==> config.mk <==
export PLATFORM = sky130hd
export DESIGN_NAME = mem_store_unit
export DESIGN_NICKNAME = d
export VERILOG_FILES = /design/src/rtl/mem_store_unit_pkg.sv /design/src/rtl/mem_store_unit_slot.sv /design/src/rtl/mem_store_unit.sv
export SDC_FILE = /design/constraint.sdc
export NUM_CORES = 1
export LEC_CHECK = 0
export BUFFER_PORTS_ARGS = -buffer_cell sky130_fd_sc_hd__buf_4
export CAP_MARGIN = 20
export CELL_PAD_IN_SITES_DETAIL_PLACEMENT = 2
export CELL_PAD_IN_SITES_GLOBAL_PLACEMENT = 2
export CORE_MARGIN = 2
export CORE_UTILIZATION = 28
export DETAILED_ROUTE_END_ITERATION = 7
export PLACE_DENSITY_LB_ADDON = 0.2
export SLEW_MARGIN = 15
export SYNTH_ARGS = -nofsm -noshare
export SYNTH_HDL_FRONTEND = slang
export SYNTH_SLANG_ARGS = --single-unit
==> constraint.sdc <==
create_clock -name clk -period 2.28 [get_ports clk]
set_input_delay 0.114 -clock clk [delete_from_list [all_inputs] [get_ports clk]]
set_output_delay 0.114 -clock clk [all_outputs]
set_load 0.1 [all_outputs]
==> src/rtl/mem_store_unit_pkg.sv <==
// Shared definitions for the store write-back path: state encoding and default
// widths/timeout, common with the operand-fetch path.
package mem_store_unit_pkg;

  typedef enum logic [1:0] {
    IDLE   = 2'd0,
    WRITE  = 2'd1,
    VERIFY = 2'd2,
    DONE   = 2'd3
  } state_t;

  localparam int ADDR_W_DEF  = 8;
  localparam int DATA_W_DEF  = 16;
  // Handshake timeout shared with the fetch path.
  localparam int TIMEOUT_DEF = 15;

endpackage

==> src/rtl/mem_store_unit_slot.sv <==
// One-deep pending store register: holds a request that arrives while the
// active store is still in flight; load wins over drain in the same edge.
module store_slot
  import mem_store_unit_pkg::*;
#(
  parameter int ADDR_W = ADDR_W_DEF,
  parameter int DATA_W = DATA_W_DEF
) (
  input  logic              clk,
  input  logic              rst,
  input  logic              load,
  input  logic              drain,
  input  logic [ADDR_W-1:0] in_addr,
  input  logic [DATA_W-1:0] in_data,
  output logic              valid,
  output logic [ADDR_W-1:0] addr,
  output logic [DATA_W-1:0] data
);

  always_ff @(posedge clk or posedge rst) begin
    if (rst) begin
      valid <= 1'b0;
      addr  <= '0;
      data  <= '0;
    end else if (load) begin
      valid <= 1'b1;
      addr  <= in_addr;
      data  <= in_data;
    end else if (drain) begin
      valid <= 1'b0;
    end
  end

endmodule

==> src/rtl/mem_store_unit.sv <==
// Store write-back unit: captures a store strobe, drives a single-port memory
// write with ready handshake and timeout. Define STORE_VERIFY_EN for readback verify.
module mem_store_unit
  import mem_store_unit_pkg::*;
#(
  parameter int ADDR_W  = ADDR_W_DEF,
  parameter int DATA_W  = DATA_W_DEF,
  parameter int TIMEOUT = TIMEOUT_DEF
) (
  input  logic              clk,
  input  logic              rst,
  input  logic              st_req,
  input  logic [ADDR_W-1:0] st_addr,
  input  logic [DATA_W-1:0] st_data,
  output logic              st_busy,
  output logic              st_done,
  output logic              st_err,
  output logic              st_ovf,
  output logic              mem_we,
  output logic              mem_re,
  output logic [ADDR_W-1:0] mem_addr,
  output logic [DATA_W-1:0] mem_wdata,
  input  logic [DATA_W-1:0] mem_rdata,
  input  logic              mem_ready
);

  localparam int CNT_W = $clog2(TIMEOUT + 1);

  state_t            state, state_next;
  logic [CNT_W-1:0]  cnt;
  logic              timed_out;
  logic [ADDR_W-1:0] act_addr;
  logic [DATA_W-1:0] act_data;
  logic              load_act, set_err, clr_err;
  logic              slot_valid, slot_load, slot_drain, drop;
  logic [ADDR_W-1:0] slot_addr;
  logic [DATA_W-1:0] slot_data;

  assign timed_out = (cnt == CNT_W'(TIMEOUT));

  // NOTE: every always_comb output gets a default first so no path leaves it unassigned (no latches).
  always_comb begin
    state_next = state;
    load_act   = 1'b0;
    set_err    = 1'b0;
    clr_err    = 1'b0;
    case (state)
      IDLE: begin
        if (slot_valid || st_req) begin
          state_next = WRITE;
          load_act   = 1'b1;
          clr_err    = 1'b1;
        end
      end
      WRITE: begin
        if (mem_ready) begin
`ifdef STORE_VERIFY_EN
          state_next = VERIFY;
`else
          state_next = DONE;
`endif
        end else if (timed_out) begin
          set_err    = 1'b1;
          state_next = DONE;
        end
      end
`ifdef STORE_VERIFY_EN
      VERIFY: begin
        if (mem_ready) begin
          set_err    = (mem_rdata != act_data);
          state_next = DONE;
        end else if (timed_out) begin
          set_err    = 1'b1;
          state_next = DONE;
        end
      end
`endif
      DONE: begin
        if (slot_valid) begin
          state_next = WRITE;
          load_act   = 1'b1;
          clr_err    = 1'b1;
        end else begin
          state_next = IDLE;
        end
      end
      default: state_next = IDLE;
    endcase
  end

  // A pending request always takes precedence over a fresh strobe for the active regs.
  assign slot_drain = load_act && slot_valid;
  assign slot_load  = st_req && !(state == IDLE && !slot_valid) && (!slot_valid || slot_drain);
  assign drop       = st_req && (state != IDLE) && slot_valid && !slot_drain;

  store_slot #(
    .ADDR_W (ADDR_W),
    .DATA_W (DATA_W)
  ) u_slot (
    .clk     (clk),
    .rst     (rst),
    .load    (slot_load),
    .drain   (slot_drain),
    .in_addr (st_addr),
    .in_data (st_data),
    .valid   (slot_valid),
    .addr    (slot_addr),
    .data    (slot_data)
  );

  // NOTE: sequential state uses non-blocking assignments so every register samples pre-edge values.
  always_ff @(posedge clk or posedge rst) begin
    if (rst) begin
      state <= IDLE;
      cnt   <= '0;
    end else begin
      state <= state_next;
      if (state_next != state) begin
        cnt <= '0;
      end else if (state != IDLE && !timed_out) begin
        cnt <= cnt + 1'b1;
      end
    end
  end

  // NOTE: the active address/data are reset too, since they drive mem_addr/mem_wdata straight out.
  always_ff @(posedge clk or posedge rst) begin
    if (rst) begin
      act_addr <= '0;
      act_data <= '0;
      st_err   <= 1'b0;
      st_ovf   <= 1'b0;
    end else begin
      if (load_act) begin
        act_addr <= slot_valid ? slot_addr : st_addr;
        act_data <= slot_valid ? slot_data : st_data;
      end
      if (clr_err) begin
        st_err <= 1'b0;
      end else if (set_err) begin
        st_err <= 1'b1;
      end
      st_ovf <= drop;
    end
  end

  assign mem_we    = (state == WRITE);
  assign mem_addr  = act_addr;
  assign mem_wdata = act_data;
  assign st_done   = (state == DONE);
  assign st_busy   = (state != IDLE) || slot_valid;

`ifdef STORE_VERIFY_EN
  assign mem_re = (state == VERIFY);
`else
  logic unused_rdata;
  assign mem_re       = 1'b0;
  assign unused_rdata = ^mem_rdata;
`endif

endmodule

==> impl_table.tex, run 1 <==
\begin{tabular}{lr}
\hline
Metric & Value \\
\hline
\multicolumn{2}{l}{\textbf{Floorplan}} \\
\quad Die Area & 10800 um2 \\
\quad Die width & around 100 um \\
\quad Chip Height & roughly 100 um \\
\quad Starting density of the core & between 20\% and 30\% \\
\quad Area inside the core boundary & a little under 10000 um2 \\
\quad IO Count & between 70 and 80 \\
\quad Standard-cell row count & 36 \\
\multicolumn{2}{l}{\textbf{Clock network}} \\
\quad Number of buffers inserted for hold repair after clock tree synthesis & 2 \\
\quad Cell at the root of the clock tree & clkbuf\_8 \\
\quad Clock tree from TritonCTS & yes \\
\quad Maximum buffer depth of the clock tree & 2 \\
\quad Clk\_lat worst skew & roughly 0.33 ns \\
\quad Count of H-tree levels built during CTS & 3 \\
\quad Number of cells upsized or downsized after cts & 0 \\
\quad Cts bufs inserted & 9 \\
\quad CTS sink count & between 50 and 60 \\
\quad Clock input transition at the sequential cells of the worst setup and hold paths & approximately 0.070 ns \\
\quad Setup Buffers After CTS & 0 \\
\multicolumn{2}{l}{\textbf{GRT}} \\
\quad Via count of the first global-routing pass & $\sim$2100 \\
\quad First-pass GRT wire length & around 11 mm \\
\quad Initial antenna violation count & 0 \\
\quad Global routing usage summed across all routing layers & roughly an eighth \\
\quad GRT overflow & 0 \\
\quad Largest net degree at the start of global routing & just under 60 \\
\multicolumn{2}{l}{\textbf{Worst setup path}} \\
\quad Element type at the critical path start & register \\
\quad Largest fanout on the critical path & 7 \\
\quad Worst reg2reg startpoint & state[1] \\
\quad Terminus of the critical flop-to-flop path & u\_slot.data[14] \\
\quad WP data required & about 2.5 ns \\
\quad Crit path kind & register to register \\
\quad Critical Path AT & $\sim$2.3 ns \\
\quad Crit end category & register \\
\quad R2R setup slack & $\sim$0.20 ns \\
\quad Worst R2R Path Depth & 7 \\
\multicolumn{2}{l}{\textbf{STA}} \\
\quad Unrepaired setup endpoints after global routing & false \\
\quad Shortest period the worst path allows & between 2 and 2.5 ns \\
\quad Setup-failing EPs final & 0 \\
\quad Setup TNS & 0 ns \\
\quad Number of max-slew violations in the final report & 0 \\
\quad Worst Setup Slack, final & between 0.2 and 0.25 ns \\
\quad Final Skew & slightly above 0.009 ns \\
\quad Fin crit share & around nine tenths \\
\quad Final hold vios & 0 \\
\quad Max Clk Rate & $\sim$480 MHz \\
\multicolumn{2}{l}{\textbf{Place}} \\
\quad \# placed instances & about 400 \\
\quad Pre-CTS WS & roughly 0.21 ns \\
\quad Count of input and output buffers & 56 \\
\quad Final HPWL DP & approximately 4.4 mm \\
\quad GPL Wtd Cong & a little over 0.7 \\
\multicolumn{2}{l}{\textbf{Cells and area}} \\
\quad Fillers & 1085 \\
\quad Post-route non-filler standard cell count & between 400 and 500 \\
\quad Most common library cell in the layout ignoring fill and taps & buf\_4 \\
\quad Share of cells above drive strength 1 & between 40\% and 50\% \\
\quad Diode count & 0 \\
\quad Most used cells in the layout excluding fill and tap cells & 60 x buf\_4, 56 x dfrtp\_1, 34 x nor2\_1, 24 x mux2i\_1, 20 x mux2\_4 \\
\quad Area Growth Syn to Fin & 28.6\% \\
\quad Sequential cell area & 1430 um2 \\
\quad Number of nets in the layout & 338 \\
\quad Multi-input gate area in the final layout & 1210 um2 \\
\multicolumn{2}{l}{\textbf{Yosys}} \\
\quad Post-synthesis sequential area ratio & about 51\% \\
\quad Area contributors post-synth & dfrtp\_1 51\%, mux2\_4 11\%, mux2i\_1 8.6\% \\
\quad Nets in the synthesized netlist & 275 \\
\quad Yosys top cell by area & dfrtp\_1 \\
\quad Flop and latch count out of synthesis & between 50 and 60 \\
\quad Unique masters post-synth & 36 \\
\quad Total of warnings raised by yosys & 0 \\
\quad Gate Count Post-Synth & around 230 \\
\quad Number of enable flip-flop cells after synthesis & 0 \\
\quad Most used DFF post-synth & dfrtp\_1 \\
\quad Post-synth top area share & 51.3\% \\
\quad Post-synthesis average cell area & approximately 12 um2 \\
\quad Share of flip-flops with an asynchronous set or reset after synthesis & between 90\% and 100\% \\
\quad Cell area after technology mapping & approximately 2800 um2 \\
\multicolumn{2}{l}{\textbf{Detailed routing}} \\
\quad Final routed DRC violation total & 0 \\
\quad Vias per std cell & $\sim$4.5 \\
\quad Number of nets with antenna violations after detailed routing & 0 \\
\quad Per-cell routed wire length & between 15 and 20 um \\
\quad Number of design-rule violations left by the first detailed-router iteration & 31 \\
\quad Total wire length & 6.53 mm \\
\quad First-pass iteration count of the detailed router & 3 \\
\quad Via count & about 1900 \\
\multicolumn{2}{l}{\textbf{Worst hold path}} \\
\quad Hold-critical path depth & 2 \\
\quad Destination of the worst hold path & u\_slot.data[7] \\
\quad Startpoint of the worst hold path & st\_data[7] \\
\quad Worst min-delay path category & input pin to register \\
\multicolumn{2}{l}{\textbf{Run status}} \\
\quad Status & finished clean \\
\multicolumn{2}{l}{\textbf{Job}} \\
\quad Maximum Capacitance Violations & 0 \\
\hline
\end{tabular}
## layout make-up
type	instances	area share, %
Clock buffer	11	3.95
Sequential cell	57	39.9
Timing Repair Buffer	65	14.8
Multi-Input combinational cell	149	33.8
Inverter	6	0.630
Clock inverter	5	2.20
Tap cell	133	4.65
## kinds of logic after synthesis
group,after synthesis,synth area share (%)
DFF,57,51.3
and+or+nand+nor,52,9.04
muxes,48,21.0
AOI/OAI and AO/OA,41,10.2
buffers and inverters,19,5.35
adders and majority gates,6,2.70
other,1,0.135
xor gates and xnor gates,1,0.315
## metrics by stage
| stage | hold slack [ns] | util (%) | cell area [um2] |
|---|---|---|---|
| 2_1_floorplan | 0.235 | - | 2790 |
| 4_1_cts | 0.00177 | 36.8 | 3580 |
| 5_1_grt | 0.00783 | 36.8 | 3580 |
| 3_3_place_gp | 0.213 | 34.3 | 3340 |
| 3_5_place_dp | 0.213 | 34.3 | 3340 |
| 6_report | 0.0189 | 36.8 | 3580 |
## how the worst max path moves through the flow
stage,slack [ns],cells after the start,endpoint,start
final,0.20,7,u_slot.data[14],state[1]
after detailed placement,0.21,7,u_slot.data[14],state[1]
after floorplan,0.23,7,u_slot.addr[0],state[0]
after global placement,0.24,7,u_slot.data[14],state[1]
after global routing,0.06,7,u_slot.data[14],state[1]
after CTS,0.19,7,u_slot.data[14],state[1]
## cells in the mapped netlist, types with 2 or more instances
| cell | instances |
|---|---|
| dfrtp_1 | 57 |
| nor2_1 | 34 |
| mux2i_1 | 24 |
| mux2_4 | 20 |
| a21oi_1 | 16 |
| a21oi_2 | 10 |
| ha_1 | 6 |
| inv_1 | 6 |
| buf_4 | 5 |
| mux2_2 | 4 |
| o21ai_0 | 4 |
| a211oi_1 | 3 |
| buf_2 | 3 |
| buf_6 | 3 |
| nand2_1 | 3 |
| nor3_1 | 3 |
| buf_12 | 2 |
| nand2_2 | 2 |
| nor2b_1 | 2 |
| o21ai_2 | 2 |
## per-layer routing
layer / part of all wire, % / GRT usage [%] / vias to the layer above
met5: 0 / 0 / -
met4: 1.7 / 5.21 / 0
met3: 4.9 / 3.52 / 11
met2: 49 / 21.8 / 42
met1: 45 / 16.9 / 960
li1: - / - / 900
## sequential cells by signal, indices dropped and copies added (netlist names)
register,cells
state,2
u_slot.data,16
cnt,4
st_err,1
u_slot.addr,8
st_ovf,1
mem_addr,8
mem_wdata,16
u_slot.valid,1
## worst max-delay path, stage by stage (launching register included)
cell     delay [ns]
dfrtp_1        0.44
inv_1          0.15
ha_1           0.38
nor2_2         0.09
o21ai_2        0.14
nor2b_4        0.19
buf_4          0.21
mux2_2         0.35
Power of run 1 is not shown: default switching activity piles up to over one toggle a cycle in this logic, so the estimate is an artifact.
==> run 2: changes to the inputs <==
--- a/config.mk
+++ b/config.mk
@@ -10,7 +10,7 @@
 export CELL_PAD_IN_SITES_DETAIL_PLACEMENT = 2
 export CELL_PAD_IN_SITES_GLOBAL_PLACEMENT = 2
 export CORE_MARGIN = 2
-export CORE_UTILIZATION = 28
+export CORE_UTILIZATION = 30
 export DETAILED_ROUTE_END_ITERATION = 7
 export PLACE_DENSITY_LB_ADDON = 0.2
 export SLEW_MARGIN = 15
==> run 2 against run 1 <==
Non-clock buffer count down 1; final cell count down 5.6%; worst hold slack better by 0.0035 ns; core utilization up 1.6 points; highest routed layer unchanged.
==> impl_table.tex, run 2 (synthesis results as in run 1) <==
\begin{tabular}{lr}
\hline
Metric & Value \\
\hline
\multicolumn{2}{l}{\textbf{Worst setup path}} \\
\quad WP data required & 2.49 ns (about the same) \\
\quad Count of buffer and inverter cells on the critical path & 2 (unchanged) \\
\quad Critical Path AT & 2.28 ns (about the same) \\
\quad R2R setup slack & 0.21 ns (about the same) \\
\quad Element type at the critical path start & register \\
\quad Slowest library cell on the worst path & dfrtp\_1 \\
\quad First element of the critical path & state[0] \\
\quad Top cell family by delay on the critical path & flip-flops \\
\quad Crit end category & register \\
\quad Maximum single-stage delay on the critical path & 0.48 ns (+0.04 ns) \\
\quad Worst reg2reg startpoint & state[0] \\
\quad Largest fanout on the critical path & 18 (+11) \\
\quad Crit path cell chain & inv\_1, ha\_1, o21ai\_2, nor2b\_4, buf\_12, mux2\_2 \\
\quad Crit path kind & register to register \\
\multicolumn{2}{l}{\textbf{Cells and area}} \\
\quad Diode count & 0 (unchanged) \\
\quad Share of cells above drive strength 1 & 41.9\% (-0.40 points) \\
\quad Most common library cell in the layout ignoring fill and taps & buf\_4 \\
\quad Number of nets in the layout & 337 (-0.30\%) \\
\quad Final instance area & 3500 um2 (-2.3\%) \\
\quad Area Growth Syn to Fin & 25.6\% \\
\quad Fillers & 971 (-11\%) \\
\quad Most used cells in the layout excluding fill and tap cells & 60 x buf\_4, 56 x dfrtp\_1, 34 x nor2\_1, 24 x mux2i\_1, 20 x mux2\_4 \\
\multicolumn{2}{l}{\textbf{Clock network}} \\
\quad Cell at the root of the clock tree & clkbuf\_8 \\
\quad CTS sink count & 57 (unchanged) \\
\quad Clk\_lat worst skew & 0.33 ns (about the same) \\
\quad Setup Buffers After CTS & 0 (unchanged) \\
\quad Clock tree from TritonCTS & yes \\
\quad Cts bufs inserted & 9 (unchanged) \\
\quad Clock input transition at the sequential cells of the worst setup and hold paths & 0.07 ns (about the same) \\
\quad Maximum buffer depth of the clock tree & 2 (unchanged) \\
\quad Count of H-tree levels built during CTS & 3 (unchanged) \\
\quad Number of cells upsized or downsized after cts & 0 (unchanged) \\
\multicolumn{2}{l}{\textbf{GRT}} \\
\quad Initial antenna violation count & 0 (unchanged) \\
\quad Via count of the first global-routing pass & 2109 (-0.71\%) \\
\quad GRT overflow & 0 (unchanged) \\
\quad First-pass GRT wire length & 10.9 mm (-4.2\%) \\
\quad Global routing usage summed across all routing layers & 14.1\% (+0.78 points) \\
\quad Largest net degree at the start of global routing & 50 (-14\%) \\
\multicolumn{2}{l}{\textbf{Worst hold path}} \\
\quad Worst min-delay path category & input pin to register \\
\quad Startpoint of the worst hold path & st\_addr[4] \\
\multicolumn{2}{l}{\textbf{STA}} \\
\quad Final hold vios & 0 (unchanged) \\
\quad Setup TNS & 0 ns (unchanged) \\
\quad Slew margin rel. & around half \\
\quad Number of max-slew violations in the final report & 0 (unchanged) \\
\quad Shortest period the worst path allows & 2.07 ns (-0.00622 ns) \\
\quad Transition at the pin with the smallest max-transition slack & roughly 0.75 ns \\
\quad Setup-failing EPs final & 0 (unchanged) \\
\quad Fin crit share & 90.8\% (-0.27 points) \\
\quad Unrepaired setup endpoints after global routing & false \\
\quad Max Clk Rate & 483 MHz (+0.30\%) \\
\quad Final Skew & 0.00859 ns (-0.000563 ns) \\
\multicolumn{2}{l}{\textbf{Detailed routing}} \\
\quad Number of nets with antenna violations after detailed routing & 0 (unchanged) \\
\quad Final routed DRC violation total & 0 (unchanged) \\
\quad First-pass iteration count of the detailed router & 4 (+1) \\
\quad Per-cell routed wire length & 16.2 um (+5.6\%) \\
\quad Total wire length & 6.50 mm (-0.38\%) \\
\quad Number of design-rule violations left by the first detailed-router iteration & 55 (+77\%) \\
\quad Via count & 1915 (+0.10\%) \\
\quad Vias per std cell & 4.76 (+6.1\%) \\
\multicolumn{2}{l}{\textbf{Floorplan}} \\
\quad Area inside the core boundary & 9110 um2 (-6.4\%) \\
\quad Chip Height & 100 um (-3.3\%) \\
\quad Standard-cell row count & 35 (-2.8\%) \\
\quad Die Area & 10100 um2 (-6.4\%) \\
\quad IO Count & 74 (unchanged) \\
\quad Starting density of the core & 30.5\% (+1.9 points) \\
\quad Die width & 100 um (-3.3\%) \\
\multicolumn{2}{l}{\textbf{Place}} \\
\quad GPL Wtd Cong & 0.682 (-6.0\%) \\
\quad Final HPWL DP & 4.41 mm (+0.21\%) \\
\quad Placed instance area & 3310 um2 (-0.83\%) \\
\quad Count of input and output buffers & 56 (unchanged) \\
\multicolumn{2}{l}{\textbf{Job}} \\
\quad Maximum Capacitance Violations & 0 (unchanged) \\
\multicolumn{2}{l}{\textbf{Run status}} \\
\quad Status & finished clean \\
\hline
\end{tabular}
-- run 2: cell count changes in the layout (fill, tap and decap cells not counted) --
| cell | change |
|---|---|
| bufinv_16 | -1 |
| clkbuf_1 | +1 |
| clkbuf_8 | -1 |
| clkinv_2 | +1 |
| clkinv_4 | -1 |
| dlygate4sd3_1 | -1 |
-- run 2: layout make-up --
cell class                      count  area [um2]  area share [%]
Sequential cell                    57        1430            40.8
Multi-Input combinational cell    149        1210            34.6
Timing Repair Buffer               64         520            14.9
Tap cell                          111         139            3.97
Clock inverter                      4        45.0            1.29
Inverter                            6        22.5           0.644
Clock buffer                       11         131            3.76
-- run 2: metal layers --
metal	GRT usage, %	vias to the layer above	share of wire [%]
li1	-	895	-
met1	17.7	972	43
met2	22.6	42	50
met3	5.57	6	5.4
met4	4.11	0	1.2
met5	0	-	0
-- run 2: through the flow --
stage	utilization, %	instances	hold slack (ns)	setup slack [ns]
after floorplan	-	225	0.235	0.232
after global placement	36.3	386	0.326	0.297
after detailed placement	36.3	386	0.319	0.206
after CTS	38.4	402	0.00197	0.183
after global routing	38.4	402	0.000658	0.0847
final	38.4	402	0.0224	0.209
-- run 2: path summary, 6_finish.rpt --
kind	endpoint	depth (start not counted)
worst min register to register	u_slot.data[15]	1
worst min-delay path	u_slot.addr[4]	2
worst max-delay path	u_slot.data[12]	6
max in group asynchronous	u_slot.data[11]	4
min in group asynchronous	u_slot.addr[6]	3
worst max register to register	u_slot.data[12]	6
-- run 2: timing repair --
action                     in CTS  in global routing
hold buffers                    1                  0
setup endpoints to repair       0                  0
hold endpoints to repair       33                  0
Power of run 2 is left out for the same reason.
==> run 3: changes to the inputs <==
--- a/config.mk
+++ b/config.mk
@@ -9,6 +9,7 @@
 export CAP_MARGIN = 20
 export CELL_PAD_IN_SITES_DETAIL_PLACEMENT = 2
 export CELL_PAD_IN_SITES_GLOBAL_PLACEMENT = 2
+export CORE_ASPECT_RATIO = 2
 export CORE_MARGIN = 2
 export CORE_UTILIZATION = 30
 export DETAILED_ROUTE_END_ITERATION = 7
==> run 3 against run 2 <==
The run now ends with hold timing left; via count decreased by 0.52%; fmax increased by 3.8%; sequential cell count unchanged; core utilization increased by 0.85 points; global-route usage increased by 0.72 points; sequential share of layout area decreased by 0.46 points; worst hold slack got worse by 0.027 ns; final cell count decreased by 2.5%.
==> impl_table.tex, run 3 (synthesis results as in run 1) <==
\begin{tabular}{lr}
\hline
Metric & Value \\
\hline
\multicolumn{2}{l}{\textbf{Run status}} \\
\quad Status & finished, violations left \\
\quad Failing checks & hold timing \\
\multicolumn{2}{l}{\textbf{Worst setup path}} \\
\quad Count of buffer and inverter cells on the critical path & 2 (unchanged) \\
\quad WP data required & 2.49 ns (about the same) \\
\quad Top cell family by delay on the critical path & flip-flops \\
\quad Critical Path AT & 2.20 ns (-0.08 ns) \\
\quad Largest fanout on the critical path & 24 (+6) \\
\quad Crit end category & register \\
\quad Crit path cell chain & inv\_1, ha\_1, o21ai\_2, nor2b\_4, buf\_12, mux2\_2 \\
\quad Maximum single-stage delay on the critical path & 0.42 ns (-0.06 ns) \\
\quad Crit path kind & register to register \\
\quad Slowest library cell on the worst path & dfrtp\_1 \\
\quad Element type at the critical path start & register \\
\multicolumn{2}{l}{\textbf{Clock network}} \\
\quad CTS sink count & 57 (unchanged) \\
\quad Clock tree from TritonCTS & yes \\
\quad Count of H-tree levels built during CTS & 3 (unchanged) \\
\quad Maximum buffer depth of the clock tree & 2 (unchanged) \\
\quad Number of cells upsized or downsized after cts & 0 (unchanged) \\
\quad Number of buffers inserted for hold repair after clock tree synthesis & 0 (-1) \\
\quad Cell at the root of the clock tree & clkbuf\_16 \\
\quad Cts bufs inserted & 9 (unchanged) \\
\quad Setup Buffers After CTS & 0 (unchanged) \\
\quad Clock input transition at the sequential cells of the worst setup and hold paths & 0.05 ns (-0.02 ns) \\
\quad Clk\_lat worst skew & 0.32 ns (about the same) \\
\multicolumn{2}{l}{\textbf{STA}} \\
\quad Max Clk Rate & 501 MHz (+3.8\%) \\
\quad Shortest period the worst path allows & 2.00 ns (-0.0754 ns) \\
\quad Number of max-slew violations in the final report & 0 (unchanged) \\
\quad Setup TNS & 0 ns (unchanged) \\
\quad Transition at the pin with the smallest max-transition slack & 0.754 ns (-0.000191 ns) \\
\quad Unrepaired setup endpoints after global routing & false \\
\quad Fin crit share & 87.5\% (-3.3 points) \\
\quad Worst Setup Slack, final & 0.285 ns (+0.0754 ns) \\
\quad Fin Hold WS & -0.00485 ns (-0.0272 ns) \\
\quad Final Skew & 0.00431 ns (-0.00428 ns) \\
\quad Final hold vios & 3 (+3) \\
\quad Setup-failing EPs final & 0 (unchanged) \\
\quad Slew margin rel. & 49.8\% (+0.086 points) \\
\multicolumn{2}{l}{\textbf{Detailed routing}} \\
\quad Vias per std cell & 4.86 (+2.0\%) \\
\quad Number of nets with antenna violations after detailed routing & 0 (unchanged) \\
\quad First-pass iteration count of the detailed router & 4 (unchanged) \\
\quad Total wire length & 6.71 mm (+3.2\%) \\
\quad Per-cell routed wire length & 17.1 um (+5.8\%) \\
\quad Final routed DRC violation total & 0 (unchanged) \\
\quad Via count & 1905 (-0.52\%) \\
\quad Number of design-rule violations left by the first detailed-router iteration & 54 (-1.8\%) \\
\multicolumn{2}{l}{\textbf{Floorplan}} \\
\quad Starting density of the core & 30.9\% (+0.33 points) \\
\quad Chip Height & 140 um (+40\%) \\
\quad Area inside the core boundary & 9010 um2 (-1.1\%) \\
\quad Standard-cell row count & 49 (+40\%) \\
\quad Die Area & 10100 um2 (+0.46\%) \\
\quad IO Count & 74 (unchanged) \\
\quad Die width & 72.1 um (-28\%) \\
\multicolumn{2}{l}{\textbf{Worst hold path}} \\
\quad Worst min-delay path category & input pin to asynchronous set/reset pin \\
\multicolumn{2}{l}{\textbf{Cells and area}} \\
\quad Most common library cell in the layout ignoring fill and taps & buf\_4 \\
\quad Fillers & 930 (-4.2\%) \\
\quad Number of nets in the layout & 336 (-0.30\%) \\
\quad Share of cells above drive strength 1 & 42.4\% (+0.49 points) \\
\quad Most used cells in the layout excluding fill and tap cells & 62 x buf\_4, 56 x dfrtp\_1, 34 x nor2\_1, 24 x mux2i\_1, 20 x mux2\_4 \\
\quad Diode count & 0 (unchanged) \\
\quad Area Growth Syn to Fin & 27.1\% \\
\multicolumn{2}{l}{\textbf{GRT}} \\
\quad First-pass GRT wire length & 11.3 mm (+3.4\%) \\
\quad GRT overflow & 0 (unchanged) \\
\quad Global routing usage summed across all routing layers & 14.8\% (+0.72 points) \\
\quad Via count of the first global-routing pass & 2202 (+4.4\%) \\
\quad Largest net degree at the start of global routing & 58 (+16\%) \\
\quad Initial antenna violation count & 0 (unchanged) \\
\multicolumn{2}{l}{\textbf{Place}} \\
\quad Count of input and output buffers & 56 (unchanged) \\
\quad Pre-CTS WS & 0.248 ns (+0.0415 ns) \\
\quad GPL Wtd Cong & 0.767 (+12\%) \\
\quad Final HPWL DP & 4.68 mm (+6.2\%) \\
\multicolumn{2}{l}{\textbf{Job}} \\
\quad Maximum Capacitance Violations & 0 (unchanged) \\
\hline
\end{tabular}
[run 3: metrics by stage]
stage	std cells	hold slack, ns	cell area [um2]	utilization (%)
floorplan	225	0.235	2790	-
global placement	377	0.355	3270	36.3
detailed placement	377	0.360	3270	36.3
CTS	392	0.0166	3540	39.2
global route	392	0.0237	3540	39.2
finish	392	-0.00485	3540	39.2
[run 3: path summary, 6_finish.rpt]
check                                start               to  slack (ns)  depth (start not counted)
worst max-delay path              state[1]  u_slot.data[14]        0.28                          6
worst min-delay path                   rst  u_slot.data[11]      -0.005                          3
worst max register to register    state[1]  u_slot.data[14]        0.28                          6
worst min register to register      st_err           st_err        0.51                          2
max in group asynchronous              rst     u_slot.valid        1.76                          3
min in group clk                st_data[6]   u_slot.data[6]        0.03                          2
[run 3: cell type report]
| type | instances | area, um2 | area share, % |
|---|---|---|---|
| flip-flops and latches | 57 | 1430 | 40.4 |
| multi-input cells | 149 | 1210 | 34.2 |
| repair buffers | 63 | 485 | 13.7 |
| clock buffers | 11 | 243 | 6.86 |
| well taps | 102 | 128 | 3.61 |
| inverters | 6 | 22.5 | 0.637 |
| clock inverters | 4 | 20.0 | 0.566 |
[run 3: routing by layer]
metal	vias to the layer above	track usage, %	part of all wire (%)
met2	40	26.2	55
met3	9	3.88	4.2
met5	-	0	0
met4	0	6.55	2.1
li1	894	-	-
met1	962	16.2	38
[run 3: worst register-to-register path, cell delays in order, from the launching register on]
cell and delay, ns:
dfrtp_1 0.42, inv_1 0.12, ha_1 0.37, o21ai_2 0.19
nor2b_4 0.18, buf_12 0.22, mux2_2 0.38
Power of run 3 is left out for the same reason.
